File: config.mk
export PLATFORM = sky130hd
export DESIGN_NAME = chroma_upsampler
export DESIGN_NICKNAME = d
export VERILOG_FILES = /design/src/rtl/chroma_upsampler_pkg.sv /design/src/rtl/chroma_upsampler_select.sv /design/src/rtl/chroma_upsampler.sv
export SDC_FILE = /design/constraint.sdc
export NUM_CORES = 2
export LEC_CHECK = 0
export ABC_AREA = 1
export BUFFER_PORTS_ARGS = -buffer_cell sky130_fd_sc_hd__buf_2
export CAP_MARGIN = 20
export CORE_AREA = 3 3 450 452
export CTS_CLUSTER_SIZE = 14
export DETAILED_ROUTE_END_ITERATION = 8
export DIE_AREA = 0 0 453 455
export GPL_TIMING_DRIVEN = 0
export PLACE_DENSITY = 0.4
export SLEW_MARGIN = 20
export SYNTH_ARGS = -nofsm -noshare
export SYNTH_HDL_FRONTEND = slang
export SYNTH_SLANG_ARGS = --single-unit
File: constraint.sdc
create_clock -name clock -period 3.5 [get_ports clock]
set_clock_uncertainty 0.15 [all_clocks]
set_input_delay 0 -clock clock [delete_from_list [all_inputs] [get_ports clock]]
set_output_delay 0 -clock clock [all_outputs]
set_load 0.03 [all_outputs]
File: src/rtl/chroma_upsampler_pkg.sv
// -----------------------------------------------------------------------------
// chroma_upsampler_pkg
// Shared definitions for the chroma upsampler: subsampling mode encoding,
// sequencer states, channel count and the per-mode last sub-block index.
// -----------------------------------------------------------------------------
package chroma_upsampler_pkg;

   // Channel ids 0 (Y), 1 (Cb), 2 (Cr); the id port is sized to hold CH_NUM.
   localparam int CH_NUM = 3;

   typedef enum logic [1:0] {
      MODE_444  = 2'b00,
      MODE_422  = 2'b01,
      MODE_420  = 2'b10,
      MODE_RSVD = 2'b11
   } mode_e;

   typedef enum logic {
      IDLE = 1'b0,
      EMIT = 1'b1
   } state_e;

   // Index of the final sub-block for a mode (number of output blocks - 1).
   function automatic logic [1:0] last_idx(input mode_e m);
      logic [1:0] r;
      case (m)
         MODE_422: r = 2'd1;
         MODE_420: r = 2'd3;
         default:  r = 2'd0;
      endcase
      return r;
   endfunction

endpackage

File: src/rtl/chroma_upsampler_select.sv
// -----------------------------------------------------------------------------
// upsample_select
// Pure sample-replication network: picks the source quadrant/half selected by
// idx and doubles it horizontally (4:2:2) or in both directions (4:2:0).
// Samples are copied bit-exactly.
// Ports:
//   src_i  - captured 8x8 source block
//   mode_i - effective subsampling mode
//   idx_i  - sub-block index (4:2:0 order TL, TR, BL, BR)
//   blk_o  - selected 8x8 output block
// -----------------------------------------------------------------------------
module upsample_select
   import chroma_upsampler_pkg::*;
#(
   parameter int WIDTH = 9
) (
   input  logic [7:0][7:0][WIDTH-1:0] src_i,
   input  mode_e                      mode_i,
   input  logic [1:0]                 idx_i,
   output logic [7:0][7:0][WIDTH-1:0] blk_o
);

   // Replication mux: the source row/column is {idx bit, output coord / 2}.
   always_comb begin
      blk_o = '0;
      for (int i = 0; i < 8; i++) begin
         for (int j = 0; j < 8; j++) begin
            case (mode_i)
               MODE_422: blk_o[i][j] = src_i[3'(i)][{idx_i[0], 2'(j / 2)}];
               MODE_420: blk_o[i][j] = src_i[{idx_i[1], 2'(i / 2)}][{idx_i[0], 2'(j / 2)}];
               default:  blk_o[i][j] = src_i[3'(i)][3'(j)];
            endcase
         end
      end
   end

endmodule

File: src/rtl/chroma_upsampler.sv
// -----------------------------------------------------------------------------
// chroma_upsampler
// Accepts one decoded 8x8 block and emits 1, 2 or 4 upsampled 8x8 blocks
// depending on the effective subsampling mode (luma and the reserved mode are
// passed through as 4:4:4).
// Ports:
//   clock, reset           - rising-edge clock, synchronous active-high reset
//   mode, ch               - subsampling mode and channel id of the offered block
//   in_valid/in_ready      - input block handshake (ready only in IDLE)
//   block_in               - 8x8 source block
//   out_valid/out_ready    - output block handshake
//   block_out, out_ch      - upsampled block and its channel id
//   out_idx, out_last      - sub-block index and final-block flag
// -----------------------------------------------------------------------------
module chroma_upsampler
   import chroma_upsampler_pkg::*;
#(
   parameter int WIDTH = 9,
   parameter int CH_W  = $clog2(CH_NUM + 1)
) (
   input  logic                       clock,
   input  logic                       reset,
   input  logic [1:0]                 mode,
   input  logic [CH_W-1:0]            ch,
   input  logic                       in_valid,
   output logic                       in_ready,
   input  logic [7:0][7:0][WIDTH-1:0] block_in,
   output logic                       out_valid,
   input  logic                       out_ready,
   output logic [7:0][7:0][WIDTH-1:0] block_out,
   output logic [CH_W-1:0]            out_ch,
   output logic [1:0]                 out_idx,
   output logic                       out_last
);

   state_e                      state_q, state_d;
   logic [1:0]                  idx_q, idx_d;
   logic [7:0][7:0][WIDTH-1:0]  blk_q, blk_d;
   logic [CH_W-1:0]             ch_q, ch_d;
   mode_e                       mode_q, mode_d;
   mode_e                       eff_mode_s;
   logic [7:0][7:0][WIDTH-1:0]  sel_blk_s;

   // Luma is never subsampled and the reserved code is treated as 4:4:4.
   always_comb begin
      if ((ch == {CH_W{1'b0}}) || (mode == 2'b11)) begin
         eff_mode_s = MODE_444;
      end else begin
         eff_mode_s = mode_e'(mode);
      end
   end

   // Sequencer next state: capture in IDLE, step idx on each output handshake.
   always_comb begin
      state_d = state_q;
      idx_d   = idx_q;
      blk_d   = blk_q;
      ch_d    = ch_q;
      mode_d  = mode_q;
      case (state_q)
         IDLE: begin
            if (in_valid) begin
               blk_d   = block_in;
               ch_d    = ch;
               mode_d  = eff_mode_s;
               idx_d   = 2'd0;
               state_d = EMIT;
            end else begin
               state_d = IDLE;
            end
         end
         EMIT: begin
            if (out_ready) begin
               if (idx_q == last_idx(mode_q)) begin
                  idx_d   = 2'd0;
                  state_d = IDLE;
               end else begin
                  idx_d   = idx_q + 2'd1;
               end
            end else begin
               idx_d = idx_q;
            end
         end
         default: begin
            state_d = IDLE;
            idx_d   = 2'd0;
         end
      endcase
   end

   // State and capture registers.
   always_ff @(posedge clock) begin
      if (reset) begin
         state_q <= IDLE;
         idx_q   <= 2'd0;
         blk_q   <= '0;
         ch_q    <= {CH_W{1'b0}};
         mode_q  <= MODE_444;
      end else begin
         state_q <= state_d;
         idx_q   <= idx_d;
         blk_q   <= blk_d;
         ch_q    <= ch_d;
         mode_q  <= mode_d;
      end
   end

   upsample_select #(
      .WIDTH (WIDTH)
   ) u_select (
      .src_i  (blk_q),
      .mode_i (mode_q),
      .idx_i  (idx_q),
      .blk_o  (sel_blk_s)
   );

   // Output gating: everything reads zero outside EMIT and while in reset.
   always_comb begin
      out_valid = 1'b0;
      block_out = '0;
      out_ch    = {CH_W{1'b0}};
      out_idx   = 2'd0;
      out_last  = 1'b0;
      in_ready  = (!reset) && (state_q == IDLE);
      if ((!reset) && (state_q == EMIT)) begin
         out_valid = 1'b1;
         block_out = sel_blk_s;
         out_ch    = ch_q;
         out_idx   = idx_q;
         out_last  = (idx_q == last_idx(mode_q));
      end else begin
         out_valid = 1'b0;
      end
   end

endmodule

==> key figures <==
Detailed routing
  – Routed wire length: between 200000 and 300000 um
  – Antenna viol nets, final: 0
  – Total number of vias: 42743
  – DRC viols: 0
  – Vias/cell: between 4 and 5
  – Pre-antenna DRT Iters: 8
  – Detail-routed net length per standard cell: 26.60 um
  – DR iter-0 viols: 3259

Placement
  – DP HPWL: 216000 um
  – Gpl congestion: 0.9569
  – Post-Place Cell Area: 0.04007 sq mm
  – Placed Cells: slightly below 9000
  – Buffers on Ports: 1166

CTS
  – CTS tree: done
  – Clock Pin Slew Worst Setup and Hold Paths: 0.06 ns
  – Clk Latency, worst-skew pair: 0.72 ns
  – Clock root cell: clkbuf_16
  – H-Tree Level Count: 3
  – Clock Path Buffers: 3
  – CTS Buf Count: 80
  – Clock Sinks: 583

Critical path
  – CP Cell Sequence: buf_12 > buf_16 > buf_8 > buf_6 > nand2_1 > o21ai_0 > nand2_1 > nand3_1 > nand2_1 > inv_1 > buf_2
  – Critical path buffers and inverters: 6
  – Critical path arrival: roughly 3.3 ns
  – Crit Path Category: register to output pin
  – CP max stage delay: around 0.40 ns
  – Top cell by count, worst path: nand2_1
  – Largest delay contributor family on the critical path: buffers and inverters
  – CP Capture Type: output pin
  – Slowest CP cell: dfxtp_2
  – Crit Path Max Fanout: 10
  – Worst Setup Start Kind: register
  – Critical path data required time: 3.35 ns

Global routing
  – GR Util met2: roughly 43%
  – Most Crowded Layer GR: met2
  – Antenna violations before repair: between 40 and 50
  – Grt ovf: 0
  – Vias in the first global route: about 42000
  – Gr usage total: 24.35%
  – Met3 usage: 3.398%
  – Largest net degree at the start of global routing: 20
  – GRT met1 Usage: 29.53%
  – First-pass GRT wire length: ~350000 um

STA
  – Max Slew Vio Count: 0
  – Min Tclk post-route: 3.470 ns
  – Hold violation count in the final report: 0
  – Worst Max-Slew Pin Slew: 1.132 ns
  – Slew margin rel.: 24.56%
  – Peak Freq: 0.2882 GHz
  – Fin crit share: between 90 and 100%
  – RSZ-0062 raised after global routing: yes
  – Final setup fails: 0

Floorplan
  – Die X: about 450 um
  – Die ar.: 0.2061 sq mm
  – Core Region: roughly 0.20 sq mm
  – Die Ht: between 400 and 500 um
  – Io pins: around 1200
  – Starting Density: between 10% and 20%
  – Placement Rows: approximately 160

Hold path
  – Worst Hold Class: input port to register

Pwr
  – Pint: between 0.01 and 0.015 W
  – P_sw: 0.007840 W
  – Power share of the combinational group: between 20% and 30%
  – Sw Share: 35.30%
  – Clock power share: 38.9%
  – Sequential share of power: around a third
  – LEAKAGE: 26.26 nW
  – Maximum vdd drop: 0.3323 mV
  – PwrDens: 402.1 mW/mm^2

Synth
  – Syn Inst Count: 4822
  – Post-synthesis cell area: slightly above 0.03 sq mm
  – Avg Inst Size Synth: roughly 6.4 sq um
  – Syn_nets: 5408
  – Synthesis Warnings: 0
  – Register area share after synthesis: 37.83%
  – Yosys cell types: 19
  – Seq cells post-synth: 583

Finish
  – Fraction of layout cells with a size suffix above 1: between 20% and 30%
  – Fin area: 0.05524 sq mm
  – Nets@finish: a little under 8000
  – P&R area growth vs syn: 79.04%
  – Post-layout instance count excluding filler cells: 9902

Outcome
  – Status: completed

Job
  – Maxcap violations: 0
-- power groups by stage --
stage	clock network (W)	logic (W)	registers, W
after floorplan	0	0.00246	0.00751
after global placement	0	0.00481	0.00765
after detailed placement	0	0.00483	0.00765
after CTS	0.00883	0.00601	0.00751
after global routing	0.00903	0.00642	0.00757
final	0.00864	0.00604	0.00753
-- layer usage --
metal  vias up  share of wire, %
met1     20590                41
met2      1838                49
met3       451               5.4
li1      19850                 -
met5         -             0.030
met4        14               5.0
-- cells by family (layout without fill, tap and decap cells) --
kind of cell,Yosys count,in the layout,synth area share [%]
DFF,583,583,37.83
other,0,25,0
AOI/OAI and AO/OA,1273,1273,20.76
and+or+nand+nor,1936,1936,24.44
buffers and inverters,1028,3427,16.88
adders and majority gates,2,2,0.08110
-- worst reg2reg max path: stages (launching register included) --
cell and delay (ns):
dfxtp_1 0.41, nor2_2 0.16, inv_2 0.16, buf_2 0.42, clkbuf_1 0.71, nand3_1 0.14
a21oi_1 0.18, dlygate4sd3_1 0.55
-- placed cells by master, fill, tap and decap left out, types with 56 or more instances in the layout --
| cell | n |
|---|---|
| nor2_1 | 875 |
| nand3_1 | 196 |
| buf_4 | 307 |
| a21oi_1 | 392 |
| clkbuf_16 | 83 |
| clkbuf_1 | 206 |
| a21oi_2 | 56 |
| buf_2 | 1243 |
| inv_1 | 365 |
| o21ai_0 | 676 |
| a21oi_4 | 63 |
| nand2_1 | 819 |
| dlygate4sd3_1 | 1079 |
| dfxtp_1 | 582 |
-- stage by stage --
step	total power (W)	utilization, %	TNS (ns)	hold slack, ns	setup WS (ns)
3_3_place_gp	0.01246	20.08	-123.55	0.07727	-0.8694
4_1_cts	0.02235	27.65	-0.003892	0.0005705	-0.002346
6_report	0.02221	27.72	0	0.05004	0.03021
5_1_grt	0.02302	27.71	-0.009612	0.04366	-0.008251
3_5_place_dp	0.01248	20.11	-102.91	0.07716	-0.8014
2_1_floorplan	0.009968	-	0	-0.08093	1.066
-- registers in the layout (all words and copies together) (netlist names) --
signal / cells
ch_q: 2
blk_q: 576
state_q: 1
mode_q: 2
idx_q: 2
-- repair_timing --
item,in CTS,in global routing
resized for setup,352,22
hold endpoints to repair,583,0
pin swaps,30,2
setup buffers,11,1
hold buffers,1079,0
setup endpoints to repair,567,58
-- cell type report --
class	count	area (sq um)
Fill cell	22080	144000
Multi-Input combinational cell	3211	15230
Inverter	374	1413
Buffer	652	3975
Timing Repair Buffer	2259	16890
Clock inverter	21	296.5
Sequential cell	583	11670
Antenna cell	25	62.56
Tap cell	2656	3323
Clock buffer	121	2380
-- cells in the mapped netlist --
master | instances | area [sq um]
o21ai_1 | 66 | 330.3
nand3_1 | 217 | 1086
o211ai_1 | 2 | 15.01
o21ai_0 | 686 | 3433
inv_1 | 367 | 1378
buf_2 | 76 | 380.4
buf_4 | 300 | 2252
buf_8 | 2 | 30.03
buf_1 | 33 | 123.9
clkbuf_1 | 229 | 859.6
inv_2 | 7 | 26.28
ha_1 | 2 | 25.02
buf_6 | 14 | 157.7
nor2_2 | 1 | 6.260
nor2_1 | 876 | 3288
a21oi_1 | 511 | 2557
dfxtp_1 | 583 | 11670
nand2_1 | 842 | 3161
o21ai_2 | 8 | 70.07
-- final timing paths --
kind / from / to / slack (ns) / cells after the start
min: block_in[120] / blk_q[120] / 0.05 / 4
max reg2reg: state_q / idx_q[0] / 0.59 / 7
max: idx_q[0] / block_out[247] / 0.03 / 11
min reg2reg: blk_q[315] / blk_q[315] / 0.30 / 2
(Power assumes the default switching activity.)
